==> src/rtl/transmissor_ascii_param_if.sv <==
// Handshake and data bundle between the torreta formatting logic and the ASCII serial transmitter.
// LARGURA must equal 7*NUM_CAMPOS*(DIGITOS+1) of the transmitter attached to it.
interface transmissor_ascii_param_if #(
  parameter int LARGURA = 56
);
  logic               iniciar;
  logic               cancelar;
  logic [LARGURA-1:0] caracteres;
  logic               dado_serial;
  logic               ocupado;
  logic               pronto;
  logic               abortado;

  modport master (
    output iniciar, cancelar, caracteres,
    input  dado_serial, ocupado, pronto, abortado
  );

  modport slave (
    input  iniciar, cancelar, caracteres,
    output dado_serial, ocupado, pronto, abortado
  );
endinterface

==> src/rtl/transmissor_ascii_param.sv <==
// Serialises NUM_CAMPOS fields of DIGITOS ASCII digits plus a terminator each onto an async serial line,
// with configurable parity and stop bits, a start/cancel handshake and fully registered outputs.
module transmissor_ascii_param #(
  parameter int NUM_CAMPOS     = 2,
  parameter int DIGITOS        = 3,
  parameter int CICLOS_POR_BIT = 434,
  parameter int PARIDADE       = 1,
  parameter int STOP_BITS      = 2
) (
  input  logic                  clock,
  input  logic                  reset,
  transmissor_ascii_param_if.slave bus
);

  localparam int TOTAL   = NUM_CAMPOS * (DIGITOS + 1);
  localparam int BITS    = 1 + 7 + ((PARIDADE != 0) ? 1 : 0) + STOP_BITS;
  localparam int LARGURA = 7 * TOTAL;
  localparam int BAUD_W  = $clog2(CICLOS_POR_BIT);
  localparam int BIT_W   = $clog2(BITS);
  localparam int CHAR_W  = (TOTAL > 1) ? $clog2(TOTAL) : 1;

  localparam logic [BAUD_W-1:0] BAUD_ULTIMO = BAUD_W'(CICLOS_POR_BIT - 1);
  localparam logic [BIT_W-1:0]  BIT_ULTIMO  = BIT_W'(BITS - 1);
  localparam logic [CHAR_W-1:0] CHAR_ULTIMO = CHAR_W'(TOTAL - 1);

  typedef enum logic [1:0] {
    OCIOSO,
    TRANSMITE,
    FINAL,
    CANCELADO
  } estado_t;

  estado_t             estado, estado_prox;
  logic [BAUD_W-1:0]   baud, baud_prox;
  logic [BIT_W-1:0]    bit_idx, bit_prox;
  logic [CHAR_W-1:0]   char_idx, char_prox;
  logic [LARGURA-1:0]  registro, registro_prox;
  logic                cancela, cancela_prox;
  logic [6:0]          char_atual;
  logic [BITS-1:0]     quadro;
  logic                serial_prox;
  logic                dado_reg, ocupado_reg, pronto_reg, abortado_reg;

  // The character on the line is always the low 7 bits of the shift register.
  assign char_atual = registro_prox[6:0];

  // Frame laid out LSB-first in transmission order, so quadro[bit index] is the line level.
  generate
    if (PARIDADE == 0) begin : g_sem_paridade
      assign quadro = {{STOP_BITS{1'b1}}, char_atual, 1'b0};
    end else if (PARIDADE == 1) begin : g_paridade_par
      assign quadro = {{STOP_BITS{1'b1}}, ^char_atual, char_atual, 1'b0};
    end else begin : g_paridade_impar
      assign quadro = {{STOP_BITS{1'b1}}, ~^char_atual, char_atual, 1'b0};
    end
  endgenerate

  always_comb begin
    estado_prox   = estado;
    baud_prox     = baud;
    bit_prox      = bit_idx;
    char_prox     = char_idx;
    registro_prox = registro;
    cancela_prox  = cancela;
    case (estado)
      OCIOSO: begin
        if (bus.iniciar) begin
          registro_prox = bus.caracteres;
          baud_prox     = '0;
          bit_prox      = '0;
          char_prox     = '0;
          cancela_prox  = 1'b0;
          estado_prox   = TRANSMITE;
        end
      end
      TRANSMITE: begin
        if (bus.cancelar) begin
          cancela_prox = 1'b1;
        end
        if (baud == BAUD_ULTIMO) begin
          baud_prox = '0;
          if (bit_idx == BIT_ULTIMO) begin
            // A pending cancel wins over both the next character and normal completion.
            bit_prox = '0;
            if (cancela_prox) begin
              estado_prox = CANCELADO;
            end else if (char_idx == CHAR_ULTIMO) begin
              estado_prox = FINAL;
            end else begin
              char_prox     = char_idx + 1'b1;
              registro_prox = registro >> 7;
            end
          end else begin
            bit_prox = bit_idx + 1'b1;
          end
        end else begin
          baud_prox = baud + 1'b1;
        end
      end
      FINAL:     estado_prox = OCIOSO;
      CANCELADO: estado_prox = OCIOSO;
      default:   estado_prox = OCIOSO;
    endcase
    serial_prox = (estado_prox == TRANSMITE) ? quadro[bit_prox] : 1'b1;
  end

  always_ff @(posedge clock or negedge reset) begin
    if (!reset) begin
      estado       <= OCIOSO;
      baud         <= '0;
      bit_idx      <= '0;
      char_idx     <= '0;
      registro     <= '0;
      cancela      <= 1'b0;
      dado_reg     <= 1'b1;
      ocupado_reg  <= 1'b0;
      pronto_reg   <= 1'b0;
      abortado_reg <= 1'b0;
    end else begin
      estado       <= estado_prox;
      baud         <= baud_prox;
      bit_idx      <= bit_prox;
      char_idx     <= char_prox;
      registro     <= registro_prox;
      cancela      <= cancela_prox;
      dado_reg     <= serial_prox;
      ocupado_reg  <= (estado_prox == TRANSMITE);
      pronto_reg   <= (estado_prox == FINAL);
      abortado_reg <= (estado_prox == CANCELADO);
    end
  end

  assign bus.dado_serial = dado_reg;
  assign bus.ocupado     = ocupado_reg;
  assign bus.pronto      = pronto_reg;
  assign bus.abortado    = abortado_reg;

endmodule
==> src/flat_wrapper.sv <==
// flat-port wrapper written by rule: the top's interface ports become plain ports
module transmissor_ascii_param_flat 
#(
  parameter int NUM_CAMPOS     = 2,
  parameter int DIGITOS        = 3,
  parameter int CICLOS_POR_BIT = 434,
  parameter int PARIDADE       = 1,
  parameter int STOP_BITS      = 2
)
  (clock, reset, bus_iniciar, bus_cancelar, bus_caracteres, bus_dado_serial, bus_ocupado, bus_pronto, bus_abortado);
  transmissor_ascii_param_if bus_i ();
  input  logic clock;
  input  logic reset;
  input wire logic [$bits(bus_i.iniciar)-1:0] bus_iniciar;
  input wire logic [$bits(bus_i.cancelar)-1:0] bus_cancelar;
  input wire logic [$bits(bus_i.caracteres)-1:0] bus_caracteres;
  output wire logic [$bits(bus_i.dado_serial)-1:0] bus_dado_serial;
  output wire logic [$bits(bus_i.ocupado)-1:0] bus_ocupado;
  output wire logic [$bits(bus_i.pronto)-1:0] bus_pronto;
  output wire logic [$bits(bus_i.abortado)-1:0] bus_abortado;
  assign bus_i.iniciar = bus_iniciar;
  assign bus_i.cancelar = bus_cancelar;
  assign bus_i.caracteres = bus_caracteres;
  assign bus_dado_serial = bus_i.dado_serial;
  assign bus_ocupado = bus_i.ocupado;
  assign bus_pronto = bus_i.pronto;
  assign bus_abortado = bus_i.abortado;
  transmissor_ascii_param #(.NUM_CAMPOS(NUM_CAMPOS), .DIGITOS(DIGITOS), .CICLOS_POR_BIT(CICLOS_POR_BIT), .PARIDADE(PARIDADE), .STOP_BITS(STOP_BITS)) u_core (.clock(clock), .reset(reset), .bus(bus_i));
endmodule
==> config.mk <==
export PLATFORM = sky130hd
export DESIGN_NAME = transmissor_ascii_param_flat
export DESIGN_NICKNAME = d
export VERILOG_FILES = /design/src/rtl/transmissor_ascii_param_if.sv /design/src/rtl/transmissor_ascii_param.sv /design/src/flat_wrapper.sv
export SDC_FILE = /design/constraint.sdc
export NUM_CORES = 1
export LEC_CHECK = 0
export BUFFER_PORTS_ARGS = -buffer_cell sky130_fd_sc_hd__buf_2
export CAP_MARGIN = 30
export CORE_UTILIZATION = 48
export CTS_CLUSTER_DIAMETER = 80
export DETAILED_ROUTE_END_ITERATION = 7
export GPL_ROUTABILITY_DRIVEN = 0
export PLACE_DENSITY_LB_ADDON = 0.15
export SLEW_MARGIN = 15
export SYNTH_ARGS = -nofsm -noshare
export SYNTH_HDL_FRONTEND = slang
export SYNTH_SLANG_ARGS = --single-unit
==> constraint.sdc <==
create_clock -name clock -period 3.6 [get_ports clock]
set_clock_uncertainty 0.15 [all_clocks]
set_input_delay 0.18 -clock clock [delete_from_list [all_inputs] [get_ports clock]]
set_output_delay 0.18 -clock clock [all_outputs]
set_load 0.005 [all_outputs]
# After elaboration in Yosys (flattened, before gate mapping)

Index checks and enable logic that the tools add are counted.

Register bits after elaboration: 79
Input port bits: 60
Output and inout port bits: 4
Logic and storage cells: 67

$add $sub $neg: 3
$lt $le $gt $ge: 1
Equal/unequal tests: 14
Mux-type cells: 32
Reductions and logical operators: 6

Operator list:

| cell                | number |
|---|---|
| $mux 56             | 5 |
| $pmux 56 s2         | 1 |
| $mux 9              | 2 |
| $pmux 9 s2          | 1 |
| $mux 3              | 5 |
| $mux 4              | 3 |
| $mux 2              | 5 |
| $add 9x1->9 const B | 1 |
| $eq 9x9->1 const B  | 1 |
| $eq 2x2->1 const B  | 4 |
| $pmux 4 s2          | 1 |
| $reduce_xor 7->1    | 1 |
| $ne 2x2->1 const B  | 3 |
| $pmux 2 s3          | 1 |
| $pmux 3 s2          | 1 |
| $reduce_and 6->1    | 1 |
| $lt 4x5->1 const B  | 1 |
| $mux 1              | 5 |
| $add 4x1->4 const B | 1 |
| $bmux 1 s4          | 1 |
| $eq 2x1->1 const B  | 2 |
| $eq 4x4->1 const B  | 1 |
| $ne 2x1->1 const B  | 2 |
| $add 3x1->3 const B | 1 |
| other kinds (6)     | 6 |

# Depth between registers and ports, before layout

Depth after elaboration: 10
Depth in mapped cells: 13

# Worst setup path after synthesis

No wires, ideal clock.

Kind: register to register
Start: register u_core.char_idx[0]
End: register u_core.dado_reg (netlist: u_core.bus.dado_serial)
Data arrival time: 2678 ps
Data required time: 3356 ps
Slack: 678 ps
Cell stages (with the launch flop): 13
Buffers on the path: 1
Period minus slack after synthesis: 2922 ps
Cells stage by stage: dfrtp_1 -> ha_1 -> ha_1 -> nor3_1 -> nand4_1 -> a21o_1 -> buf_6 -> a222oi_1 -> xor2_1 -> xnor3_1 -> xnor2_1 -> o311ai_1 -> o211ai_1

Word-level cells in the longest chain between the ends: 10

RTL lines:

| element                      | RTL line                       | text |
|---|---|---|
| start, declared              | transmissor_ascii_param.sv:36  | `logic [CHAR_W-1:0] char_idx, char_prox;` |
| start signal, assigned       | transmissor_ascii_param.sv:123 | `char_idx <= char_prox;` |
| $eq 3x3->1 (*)               | transmissor_ascii_param.sv:87  | `end else if (char_idx == CHAR_ULTIMO) begin` |
| $mux 56                      | transmissor_ascii_param.sv:87  |  |
| $mux 56                      | transmissor_ascii_param.sv:85  | `if (cancela_prox) begin` |
| $mux 56                      | transmissor_ascii_param.sv:82  | `if (bit_idx == BIT_ULTIMO) begin` |
| $mux 56                      | transmissor_ascii_param.sv:80  | `if (baud == BAUD_ULTIMO) begin` |
| $pmux 56 s2                  | transmissor_ascii_param.sv:65  | `case (estado)` |
| $reduce_xor 7->1             | transmissor_ascii_param.sv:52  | `assign quadro = {{STOP_BITS{1'b1}}, ^char_atual, char_atual, 1'b0};` |
| $bmux 1 s4                   | transmissor_ascii_param.sv:104 | `serial_prox = (estado_prox == TRANSMITE) ? quadro[bit_prox] : 1'b1;` |
| $mux 1 (implied by the code) | transmissor_ascii_param.sv:104 |  |
| $mux 1 (*)                   | transmissor_ascii_param.sv:104 |  |
| net u_core.serial_prox       | transmissor_ascii_param.sv:41  | `logic serial_prox;` |
| end signal, assigned         | transmissor_ascii_param.sv:126 | `dado_reg <= serial_prox;` |
| end, declared                | transmissor_ascii_param.sv:42  | `logic dado_reg, ocupado_reg, pronto_reg, abortado_reg;` |

Mark *: on every way through the listed nets, which the timed path passes. The rest lies on a longest branch. The select of a mux whose other input is x is not followed.
A chain may end at the register's enable or synchronous reset.

# Worst setup path after layout

Same ends and word-level chain as after synthesis.

==> metrics.md <==
| Metric | Value |
|---|---|
| Clock-pin slew reported for the worst setup and hold paths after clock tree synthesis | 80 ps |
| Maximum number of pins on one net before global-route repair | 57 |
| Mapped cell area | 3540 µm² |
| Violated checks | DRC |
| TritonCTS sink count | 79 |
| Setup crit start | u_core.char_idx[0] |
| Slew at the pin closest to its max-slew limit | 671 ps |
| Kind of capture point of the worst setup path | flip-flop |
| Post-detail-place hpwl | 5450 µm |
| Diodes inserted | 0 |
| Hold wc startpoint | bus_caracteres[1] |
| Total number of nets in the final design | 505 |
| Clock latency on the worst-skew pair | 350 ps |
| Main flop type after synthesis | sky130_fd_sc_hd__dfrtp_1 |
| Synth Area per Inst | 11.0 µm² |
| Area taken by multi-input logic gates | 1290 µm² |
| Initial antenna violation count | 0 |
| DR iter-0 viols | 387 |
| Cell with the most instances after synthesis | sky130_fd_sc_hd__dfrtp_1 |
| Slew HR | 55.0% |
| Wire length per cell | 16.5 µm |
| Aggregate negative setup slack | 0 ps |
| Final hold violations | 0 |
| Sequential-to-total area share from yosys stat | 55.9% |
| H-Tree Depth | 3 |
| Boundary pin count | 64 |
| Post-detailed-route count of antenna-violating nets | 0 |
| Post-CTS Setup Inserts | 0 |
| Worst reg2reg path startpoint | u_core.char_idx[0] |
| Share of layout cells above drive strength 1 | 21.0% |
| Fillers | 525 |
| Placeable Area | 6940 µm² |
| Share of async-settable or async-resettable flops after synthesis | 100% |
| Startpoint class of the critical path | flip-flop |
| CP Class | reg -> reg |
| Vertical extent of the die | 87.8 µm |
| Post-synth cell types | 41 |
| Number of max-slew violations in the final report | 0 |
| Reg area | 1980 µm² |
| PortBufs | 63 |
| Starting density of the core | 50.9% |
| Highest net fanout along the worst path | 9 |
| Maximum root-to-sink buffer count | 2 |
| Area leader, netlist | sky130_fd_sc_hd__dfrtp_1 |
| Critical path data arrival time | 3340 ps |
| Via count of the first global-routing pass | 3061 |
| Req. time, crit path | 3720 ps |
| Outcome | finished, violations left |
| Registers with the most flip-flops | u_core.registro x56, u_core.baud x9, u_core.bit_idx x4 |
| Count of flip-flops with a built-in enable after synthesis | 0 |
| Synth area leaders | sky130_fd_sc_hd__dfrtp_1 55%, sky130_fd_sc_hd__a222oi_1 13%, sky130_fd_sc_hd__inv_1 5.4%, sky130_fd_sc_hd__a22o_1 2.5%, sky130_fd_sc_hd__ha_1 2.1% |
| First-pass GRT wire length | 14300 µm |
| Synthesized netlist cell count | 322 |
| Post-layout minimum cycle time | 3230 ps |
| Worst VDD drop | 379 µV |
| Reg with most FFs | u_core.registro |
| Count of unresolved DRC violations after routing | 1 |
| Total clock buffers created by CTS | 9 |
| DIE AREA | 7720 µm² |
| Fmax | 310 MHz |
| Number of flip-flops under the largest register name | 56 |
| Wirelength, routed | 8910 µm |
| Final clock period utilization by the worst path | 89.6% |
| Global-route congestion overflow total | 0 |
| Final core utilization | 68.6% |
| Path type of the worst min-delay path | in -> reg |
| List of most frequent post-synthesis cells | 78 x sky130_fd_sc_hd__dfrtp_1, 51 x sky130_fd_sc_hd__inv_1, 46 x sky130_fd_sc_hd__a222oi_1 |
| CTS tree | done |
| Signed area change from the synthesized netlist to the final layout | 34.6% |
| Share of the synthesized area in the top cell type | 55.2% |
| Warning count from the yosys run | 0 |
| Nets in the synthesized netlist | 388 |
| Power per cell area | 638 nW/µm² |
| Resized cells post-CTS | 0 |
| Standard-cell rows | 30 |
| Via count | 3045 |
| Yosys reg bits | 79 |
| CTS Root Buffer Type | sky130_fd_sc_hd__clkbuf_8 |
| TritonRoute pass-1 iters | 8 |
| Detail-routed via count per cell | 5.65 |
| Horiz. Die Dim | 87.8 µm |
| Hold-fix buffers at CTS | 57 |
| Total of max-cap violations | 0 |
| GRT Total Usage | 24.7% |
| RSZ-0062 raised after global routing | false |
| Leakage | 2.45 nW |
| Total setup violations reported at the end of the flow | 0 |
==> power by group <==
part | total (mW) | internal [mW] | leakage [nW] | switching (mW)
clock | 0.733 | 0.407 | 0.109 | 0.326
sequential | 1.50 | 1.23 | 0.990 | 0.276
combinational | 0.800 | 0.423 | 1.36 | 0.377
==> worst paths after layout <==
path | cells past startpoint | slack (ps) | endpoint
worst min register to register | 2 | 350 | u_core.registro[20]
worst max-delay path | 11 | 370 | u_core.bus.dado_serial
worst min-delay path | 3 | 30 | u_core.registro[1]
min in group asynchronous | 2 | 120 | u_core.baud[5]
worst max register to register | 11 | 370 | u_core.bus.dado_serial
max in group asynchronous | 3 | 2580 | u_core.bus.dado_serial
==> critical path, stage by stage, from the launching register on <==
cell and delay (ps):
sky130_fd_sc_hd__dfrtp_1 410, sky130_fd_sc_hd__ha_1 210, sky130_fd_sc_hd__ha_1 200, sky130_fd_sc_hd__nor3_1 260, sky130_fd_sc_hd__nand4_1 130, sky130_fd_sc_hd__a21o_2 300
sky130_fd_sc_hd__a222oi_1 370, sky130_fd_sc_hd__xor2_1 240, sky130_fd_sc_hd__xnor3_1 360, sky130_fd_sc_hd__xnor2_1 160, sky130_fd_sc_hd__o311ai_1 240, sky130_fd_sc_hd__o211ai_1 130
==> per-stage QoR <==
step / hold slack (ps) / worst slack [ps] / std cells / power [mW] / instance area (µm²)
after floorplan: -266 / 678 / 322 / 1.99 / 3540
after detailed placement: -43.0 / 435 / 467 / 2.25 / 3970
after global routing: 50.1 / 203 / 539 / 3.22 / 4760
after global placement: 257 / 573 / 466 / 2.21 / 3950
after CTS: 12.8 / 395 / 539 / 3.03 / 4760
final: 30.7 / 374 / 539 / 3.04 / 4760
==> area by class of cell <==
type                            count  share of cell area (%)
Sequential cell                    79                    41.5
Clock inverter                      5                    1.71
Clock buffer                       10                    2.89
Tap cell                           96                    2.52
Multi-Input combinational cell    171                    27.1
Timing Repair Buffer              127                    20.2
Inverter                           51                    4.02
==> cell families after synthesis <==
| logic type | count (synthesis) | synth area share [%] |
|---|---|---|
| and+or+nand+nor | 58 | 8.31 |
| xor gates and xnor gates | 6 | 1.87 |
| muxes | 3 | 0.920 |
| adders and majority gates | 6 | 2.12 |
| DFF | 79 | 55.9 |
| buffers and inverters | 72 | 7.92 |
| AOI/OAI and AO/OA | 98 | 22.9 |
==> layout by cell type (no fill, tap or decap), types with 2 or more instances in the layout <==
cell type                       count
sky130_fd_sc_hd__a21oi_1           12
sky130_fd_sc_hd__a222oi_1          46
sky130_fd_sc_hd__a22o_1            10
sky130_fd_sc_hd__a22oi_1            4
sky130_fd_sc_hd__buf_2             62
sky130_fd_sc_hd__buf_4              7
sky130_fd_sc_hd__bufinv_16          2
sky130_fd_sc_hd__clkbuf_8          10
sky130_fd_sc_hd__dfrtp_1           78
sky130_fd_sc_hd__dlygate4sd3_1     57
sky130_fd_sc_hd__ha_1               6
sky130_fd_sc_hd__inv_1             51
sky130_fd_sc_hd__mux2_2             2
sky130_fd_sc_hd__nand2_1           18
sky130_fd_sc_hd__nand2b_1           2
sky130_fd_sc_hd__nand3_1            7
sky130_fd_sc_hd__nand4_1            4
sky130_fd_sc_hd__nor2_1            13
sky130_fd_sc_hd__nor2_4             2
sky130_fd_sc_hd__nor2b_1            2
sky130_fd_sc_hd__nor3_1             3
sky130_fd_sc_hd__o211ai_1           3
sky130_fd_sc_hd__o21ai_0           13
sky130_fd_sc_hd__o31ai_1            2
sky130_fd_sc_hd__o41ai_1            2
sky130_fd_sc_hd__xnor2_1            3
sky130_fd_sc_hd__xor2_1             2
==> routing by layer <==
metal  part of all wire [%]  GRT usage, %  up-vias
met1                     43          31.5     1490
met5                      0             0        -
met3                    5.2          5.37       17
met4                    2.1          11.9        0
li1                       -             -     1441
met2                     49          40.3       97
(Power assumes the default switching activity.)
